### config.mk
export PLATFORM = sky130hd
export DESIGN_NAME = pipe_exc_ctrl
export DESIGN_NICKNAME = d
export VERILOG_FILES = /design/src/rtl/pipe_exc_ctrl.sv
export SDC_FILE = /design/constraint.sdc
export NUM_CORES = 1
export LEC_CHECK = 0
export ABC_AREA = 1
export CAP_MARGIN = 10
export CORE_ASPECT_RATIO = 1.75
export CORE_MARGIN = 2
export CORE_UTILIZATION = 41
export DETAILED_ROUTE_END_ITERATION = 8
export MAX_ROUTING_LAYER = met4
export PLACE_DENSITY = 0.89
export SLEW_MARGIN = 20
export SYNTH_ARGS = -nofsm -noshare
export SYNTH_HDL_FRONTEND = slang
export SYNTH_SLANG_ARGS = --single-unit
### constraint.sdc
create_clock -name clk -period 2.21 [get_ports clk]
set_input_delay 0.3315 -clock clk [delete_from_list [all_inputs] [get_ports clk]]
set_output_delay 0.3315 -clock clk [all_outputs]
set_load 0.01 [all_outputs]
### src/rtl/pipe_exc_ctrl.sv
// pipe_exc_ctrl -- exception and interrupt controller for the pipelined CPU.
// Chooses the IF-stage PC source (npc / EPC / exception base), owns the CP0
// Status, Cause and EPC registers, runs the interrupt handshake and cancels
// the instructions that a redirect kills.
// Optional feature: define EXC_OVF_EN to build the EXE-stage overflow source
// (Status/Cause handling for ovf and the cancel_exe output).
`timescale 1ns/1ps
module pipe_exc_ctrl #(
  parameter logic [31:0] EXC_BASE = 32'h0000_0008
) (
  input  logic        clk,
  input  logic        rst,
  input  logic        stall,
  input  logic        intr,
  output logic        inta,
  input  logic [31:0] pc_id,
  input  logic [31:0] pc_exe,
  input  logic        bd_id,
  input  logic        bd_exe,
  input  logic        sys_id,
  input  logic        unimpl_id,
  input  logic        eret_id,
  input  logic        ovf_exe,
  input  logic        mtc0_id,
  input  logic [4:0]  c0_waddr,
  input  logic [31:0] c0_wdata,
  input  logic [4:0]  c0_raddr,
  output logic [31:0] c0_rdata,
  output logic [1:0]  selpc,
  output logic [31:0] epc,
  output logic        cancel_id,
  output logic        cancel_exe
);

  localparam logic [4:0] ADDR_STATUS = 5'd12;
  localparam logic [4:0] ADDR_CAUSE  = 5'd13;
  localparam logic [4:0] ADDR_EPC    = 5'd14;

  localparam logic [4:0] CODE_INT    = 5'd0;
  localparam logic [4:0] CODE_SYS    = 5'd8;
  localparam logic [4:0] CODE_UNIMPL = 5'd10;
  localparam logic [4:0] CODE_OVF    = 5'd12;

  localparam logic [1:0] SEL_NPC  = 2'b00;
  localparam logic [1:0] SEL_EPC  = 2'b01;
  localparam logic [1:0] SEL_BASE = 2'b10;

  // Without the overflow source, the ovf enable bit of every nibble is absent.
`ifdef EXC_OVF_EN
  localparam logic [11:0] STATUS_MASK = 12'hFFF;
`else
  localparam logic [11:0] STATUS_MASK = 12'h777;
`endif

  typedef enum logic {
    ST_RUN   = 1'b0,
    ST_REDIR = 1'b1
  } state_t;

  state_t      state;
  logic [11:0] status;
  logic [31:0] cause;

  logic        req_ovf;
  logic        req_unimpl;
  logic        req_sys;
  logic        req_int;
  logic        any_req;
  logic        in_run;
  logic        take;
  logic        do_eret;
  logic [4:0]  exc_code;
  logic        exc_bd;
  logic [31:0] exc_pc;
  logic [31:0] exc_epc;

  // The handler base lives in the IF stage; the overflow inputs are only
  // consumed when that source is built.
  logic unused_inputs;
`ifdef EXC_OVF_EN
  assign unused_inputs = ^EXC_BASE;
`else
  assign unused_inputs = ^{EXC_BASE, ovf_exe, pc_exe, bd_exe};
`endif

  // Gate every source with its current enable and resolve priority.
  always_comb begin
    // NOTE: every signal gets a default first, so no path can infer a latch.
    req_ovf    = 1'b0;
`ifdef EXC_OVF_EN
    req_ovf    = ovf_exe & status[3];
`endif
    req_unimpl = unimpl_id & status[2];
    req_sys    = sys_id    & status[1];
    req_int    = intr      & status[0];
    any_req    = req_ovf | req_unimpl | req_sys | req_int;

    exc_code   = CODE_INT;
    exc_bd     = bd_id;
    exc_pc     = pc_id;
`ifdef EXC_OVF_EN
    if (req_ovf) begin
      exc_code = CODE_OVF;
      exc_bd   = bd_exe;
      exc_pc   = pc_exe;
    end else
`endif
    if (req_unimpl) begin
      exc_code = CODE_UNIMPL;
    end else if (req_sys) begin
      exc_code = CODE_SYS;
    end

    // A delay-slot instruction restarts at its branch.
    exc_epc    = exc_bd ? (exc_pc - 32'd4) : exc_pc;
  end

  assign in_run  = (state == ST_RUN);
  assign take    = in_run & any_req;
  assign do_eret = in_run & ~any_req & eret_id;

  // PC source: redirect beats eret; REDIR falls through to the normal npc.
  always_comb begin
    selpc = SEL_NPC;
    if (take) begin
      selpc = SEL_BASE;
    end else if (do_eret) begin
      selpc = SEL_EPC;
    end
  end

  // In REDIR the slot fetched before the redirect is killed as well.
  assign cancel_id = take | ~in_run;

`ifdef EXC_OVF_EN
  assign cancel_exe = take & req_ovf;
`else
  assign cancel_exe = 1'b0;
`endif

  // The acknowledge only fires when the interrupt is the winning source and
  // the acceptance actually commits.
  assign inta = take & ~stall & req_int & ~req_sys & ~req_unimpl & ~req_ovf;

  // mfc0 read port.
  always_comb begin
    c0_rdata = 32'd0;
    case (c0_raddr)
      ADDR_STATUS: c0_rdata = {20'd0, status};
      ADDR_CAUSE:  c0_rdata = cause;
      ADDR_EPC:    c0_rdata = epc;
      default:     c0_rdata = 32'd0;
    endcase
  end

  // FSM and CP0 registers; nothing commits while the pipeline is stalled.
  always_ff @(posedge clk or posedge rst) begin
    // NOTE: sequential state uses <= so every register samples pre-edge values.
    if (rst) begin
      state  <= ST_RUN;
      status <= 12'd0;
      cause  <= 32'd0;
      epc    <= 32'd0;
    end else if (!stall) begin
      case (state)
        ST_RUN: begin
          if (take) begin
            state  <= ST_REDIR;
            epc    <= exc_epc;
            cause  <= {exc_bd, 24'd0, exc_code, 2'b00};
            status <= (status << 4) & STATUS_MASK;
          end else if (do_eret) begin
            status <= {4'd0, status[11:4]};
          end else if (mtc0_id) begin
            case (c0_waddr)
              ADDR_STATUS: status <= c0_wdata[11:0] & STATUS_MASK;
              ADDR_CAUSE:  cause  <= c0_wdata;
              ADDR_EPC:    epc    <= c0_wdata;
              default:     ;
            endcase
          end
        end
        ST_REDIR: begin
          state <= ST_RUN;
        end
        default: begin
          state <= ST_RUN;
        end
      endcase
    end
  end

endmodule

# --- Word level (Yosys, flattened, before mapping) ---
# Cells that the tools add are included.
totals:
  reg_bits: 77
  wordCells: 58
classes:
  bitwise_logic: 18
  add_sub_neg: 1
  reduce_logical: 8
  n_mux: 20
  n_eq_ne: 7
op_table:
  columns: ["operator", "count"]
  rows:
  - ["$mux W32", 9]
  - ["$pmux W32 S3", 1]
  - ["$mux W12", 4]
  - ["$sub A32 B3 Y32 const B", 1]
  - ["$eq A5 B4 Y1 const B", 6]
  - ["$and A1 B1 Y1", 10]
  - ["$reduce_and A5 Y1", 2]
  - ["$reduce_bool A2 Y1", 3]
  - ["$reduce_bool A3 Y1", 2]
  - ["$mux W5", 1]
  - ["$not A1 Y1", 5]
  - ["$mux W4", 1]
  - ["$reduce_and A4 Y1", 1]
  - ["$or A1 B1 Y1", 3]
  - ["$mux W1", 2]
  - ["$mux W2", 1]
  - ["$ne A2 B2 Y1 const B", 1]
  - ["$pmux W1 S2", 1]

# --- Longest topological paths before layout ---
depth:
  depth_word: 8
  ltp_mapped: 12

# --- Least setup slack after synthesis ---
# OpenSTA, ideal clock, no wires.
synth_path:
  kind: "input port to output port"
  start: "input c0_raddr[3]"
  end: "output c0_rdata[12]"
  stages: 8
  required_ps: 1879
  arrival_ps: 1214
  n_path_buf: 2
  path_slack_ps: 664
  path_cell_list: "nand2_1 -> nor2_1 -> nand3_1 -> inv_1 -> buf_2 -> buf_2 -> nand2_1 -> o21ai_0"
synth_via:
  elab_chain_cells: 2
  elab_cells_between_ends: 4
synth_rtl:
  columns: ["item", "line_no", "text"]
  rows:
  - ["start: declaration", "27", "input logic [4:0] c0_raddr,"]
  - ["$eq A5 B4 Y1", "148", "case (c0_raddr)"]
  - ["$pmux W32 S3 (*)", "148", null]
  - ["end: declaration", "28", "output logic [31:0] c0_rdata,"]
# Every way passes the cells marked *; elsewhere a longest branch is shown, timed or not.

# --- Worst setup path after layout ---
layout_path:
  start: "input unimpl_id"
  end: "output selpc[0]"
layout_via:
  elab_chain_cells: 8
  elab_cells_between_ends: 9
layout_rtl:
  columns: ["item", "line_no", "text"]
  rows:
  - ["start: declaration", "21", "input logic unimpl_id,"]
  - ["$and A1 B1 Y1 (*)", "93", "req_unimpl = unimpl_id & status[2];"]
  - ["$or A1 B1 Y1 (*) (2 in a row)", "96", "any_req = req_ovf | req_unimpl | req_sys | req_int;"]
  - ["$not A1 Y1", "120", "assign do_eret = in_run & ~any_req & eret_id;"]
  - ["$and A1 B1 Y1 (2 in a row)", "120", null]
  - ["$mux W1", "127", "end else if (do_eret) begin"]
  - ["$mux W2 (*)", "125", "if (take) begin"]
  - ["end: declaration", "29", "output logic [1:0] selpc,"]
# Marked as above.

==> run_results.csv <==
group,metric,value,unit
run_status,status,"finished clean",
detailed_routing,wl_met1,6070,um
job,max-cap-violations,0,
logic_synthesis,ys_warn_count,0,
global_route,grt_usage,26.4,%
clocking,cts_made_buffers,9,
placed_design,port_buffers,150,
pwr,power_density,1040,nW/um2
die,ios,186,
clocking,clock-sinks,74,
placed_design,place_congestion,0.952,
global_route,antenna_found_initial,0,
logic_synthesis,ys_ff_latch,74,
timing,hold_viol_final,0,
timing,hold_ws,0.382,ns
timing,period_needed,2.15,ns
logic_synthesis,ys_async_sr_fraction,100,%
critical_path,critPathSlowestCell,"clkdlybuf4s50_1",
critical_path,worstPathMaxFanout,4,
die,die_area,13000,um2
critical_path,path_common_cell,"clkdlybuf4s50_1",
pwr,power.leakage,3.45,nW
logic_synthesis,postSynthAreaPerCell,6.66,um2
cells_and_area,fin_nets,1029,
timing,finalCritPeriodShare,97.1,%
timing,setup_ws,0.0643,ns
detailed_routing,drc,0,
detailed_routing,drt_wl_total,16600,um
placed_design,post-place-ws,-0.314,ns
timing,finalMaxSlewViolations,0,
die,die_w,87.2,um
logic_synthesis,seq_area_frac_synth,37.3,%
detailed_routing,drt_first_pass_iters,5,
timing,finClkSkew,0.00540,ns
die,rows,53,
clocking,clock_tree.root_cell,"clkbuf_16",
global_route,grt_pass1_wl,25900,um
logic_synthesis,synth.distinct_cells,35,
pwr,power,7.32,mW
detailed_routing,met2WireLength,8550,um
placed_design,dpl.hpwl,12800,um
clocking,h-tree-depth,3,
logic_synthesis,synth-main-ff-cell,"dfrtp_1",
detailed_routing,vias,5601,
min_path,hold_path.class,"input port to asynchronous set/reset pin",
logic_synthesis,syn_nets,863,
cells_and_area,n_fill_cell,1052,
critical_path,arrival,1.81,ns
detailed_routing,highest_layer,"met4",
timing,setup_tns,0,ns
clocking,cts_tree,"yes",
clocking,cts.clk_slew.worst_paths,0.06,ns
critical_path,crit_path_end_kind,"output pin",
cells_and_area,drive_above_1_share,10.8,%
critical_path,start_kind,"input port",
detailed_routing,ant_nets,0,
global_route,grt_max_degree,49,
detailed_routing,drt_iter0_markers,400,
clocking,clock_latency,0.34,ns
critical_path,crit_type,"input port to output pin",
clocking,cts_setup_buffers,0,
timing,fmax,466,MHz
critical_path,cpPeakStageDelay,0.53,ns
detailed_routing,post_drt_wl_per_cell,15.7,um
logic_synthesis,synth_edf_count,0,
cells_and_area,synthToLayoutAreaGrowth,41.3,%
global_route,grt.overflow.total,0,
cells_and_area,diodes,0,
logic_synthesis,netlist_area,4960,um2
cells_and_area,register_area,1850,um2
logic_synthesis,syn_inst,745,
die,start_util,41.6,%
critical_path,required,1.88,ns
die,core,11900,um2
detailed_routing,wl_met3,946,um
timing,setup_viol,0,
clocking,clockBufferDepth,2,
critical_path,cp_cell_sequence,"clkdlybuf4s50_1 -> nand2_4 -> nand2_2 -> nor2_4 -> nand3_4 -> inv_4 -> clkdlybuf4s50_1",
cells_and_area,fin_util,58.7,%
die,die_h,150,um
cells_and_area,multi_input_area,2510,um2
detailed_routing,viasPerCell,5.32,
global_route,first_global_vias,5573,
pwr,ir_worst_vdd,513,uV
-- power breakdown --
part,internal [mW],switching [mW]
clock network,0.934,0.575
registers,1.96,0.379
logic,1.52,1.95
-- cell usage after synthesis (6+ instances only) --
library cell,instances,share of area (%)
nand2_1,251,19
inv_1,100,7.6
nor2_1,78,5.9
dfrtp_1,74,37
o21ai_0,55,5.5
nand3_1,45,4.5
o21ai_1,29,2.9
a21oi_1,13,1.3
buf_6,12,2.7
nand4_1,12,1.5
a21boi_1,9,1.4
buf_2,8,0.81
o221ai_1,8,1.4
buf_4,6,0.91
o211ai_1,6,0.91
-- cells by family (layout without fill, tap and decap cells) --
logic type | after synthesis | after routing | synth area share, %
other cells | 1 | 1 | 0.0756
flops | 74 | 74 | 37.3
buf+inv | 134 | 305 | 12.7
xor+xnor | 4 | 4 | 0.706
compound gates | 132 | 132 | 15.5
fa+ha+maj | 1 | 1 | 0.252
simple gates | 399 | 399 | 33.5
-- through the flow --
step | std cells | instance area, um2
final | 1053 | 7010
after global routing | 1053 | 7010
after CTS | 1053 | 7060
after detailed placement | 1037 | 6770
after global placement | 1037 | 6770
after floorplan | 745 | 4960
-- per-layer routing --
layer	vias up	global-route usage, %
met5	-	-
met4	0	16.8
met3	75	3.42
met2	266	45.2
met1	2561	28.0
li1	2699	-
-- flip-flops by register name, indices dropped and copies added (netlist names) --
register  count
status        9
state         1
cause        32
epc          32
-- worst max-delay path: cells and delay by family --
family        cells  cell delay, ns
simple gates      4            0.43
buf+inv           3            1.06
-- layout make-up --
cell class | instances | area share [%]
multi-input combinational | 537 | 35.8
clock buffer | 12 | 3.66
sequential | 74 | 26.4
inverter | 104 | 5.66
clock inverter | 4 | 0.714
timing repair buffer | 185 | 25.3
tap | 137 | 2.45
-- what timing repair did --
item / 4_1_cts / 5_1_grt
endpoints found under the setup margin: 34 / 33
gates resized for setup: 54 / 52
hold buffers: 0 / 0
-- final timing paths --
check,start,to,slack (ns),cells past startpoint
hold / removal,rst,cause[28],0.38,2
max in group asynchronous,rst,cause[18],1.24,3
min in group clk,cause[18],cause[18],0.49,2
hold reg to reg,cause[18],cause[18],0.49,2
setup reg to reg,status[2],epc[15],0.38,10
setup / recovery,unimpl_id,selpc[0],0.06,7
-- layout by cell type, fill, tap and decap left out, types with 4 or more instances in the layout --
cell type        count
buf_4               25
nand2_2              6
buf_12               8
clkdlybuf4s50_1    117
dfrtp_1             73
o21ai_0             53
o221ai_1             8
o21ai_1             31
inv_1               98
nor2_2               4
a21oi_1             13
o211ai_1             6
clkbuf_16            9
nand4_1             12
dlygate4sd2_1        5
clkdlybuf4s15_1      8
nor2_1              76
inv_2                4
nand2_1            248
a21boi_1             9
xor2_1               4
nand3_1             43
clkbuf_2            17
o21bai_1             4
Power figures use the tool's default switching activity.
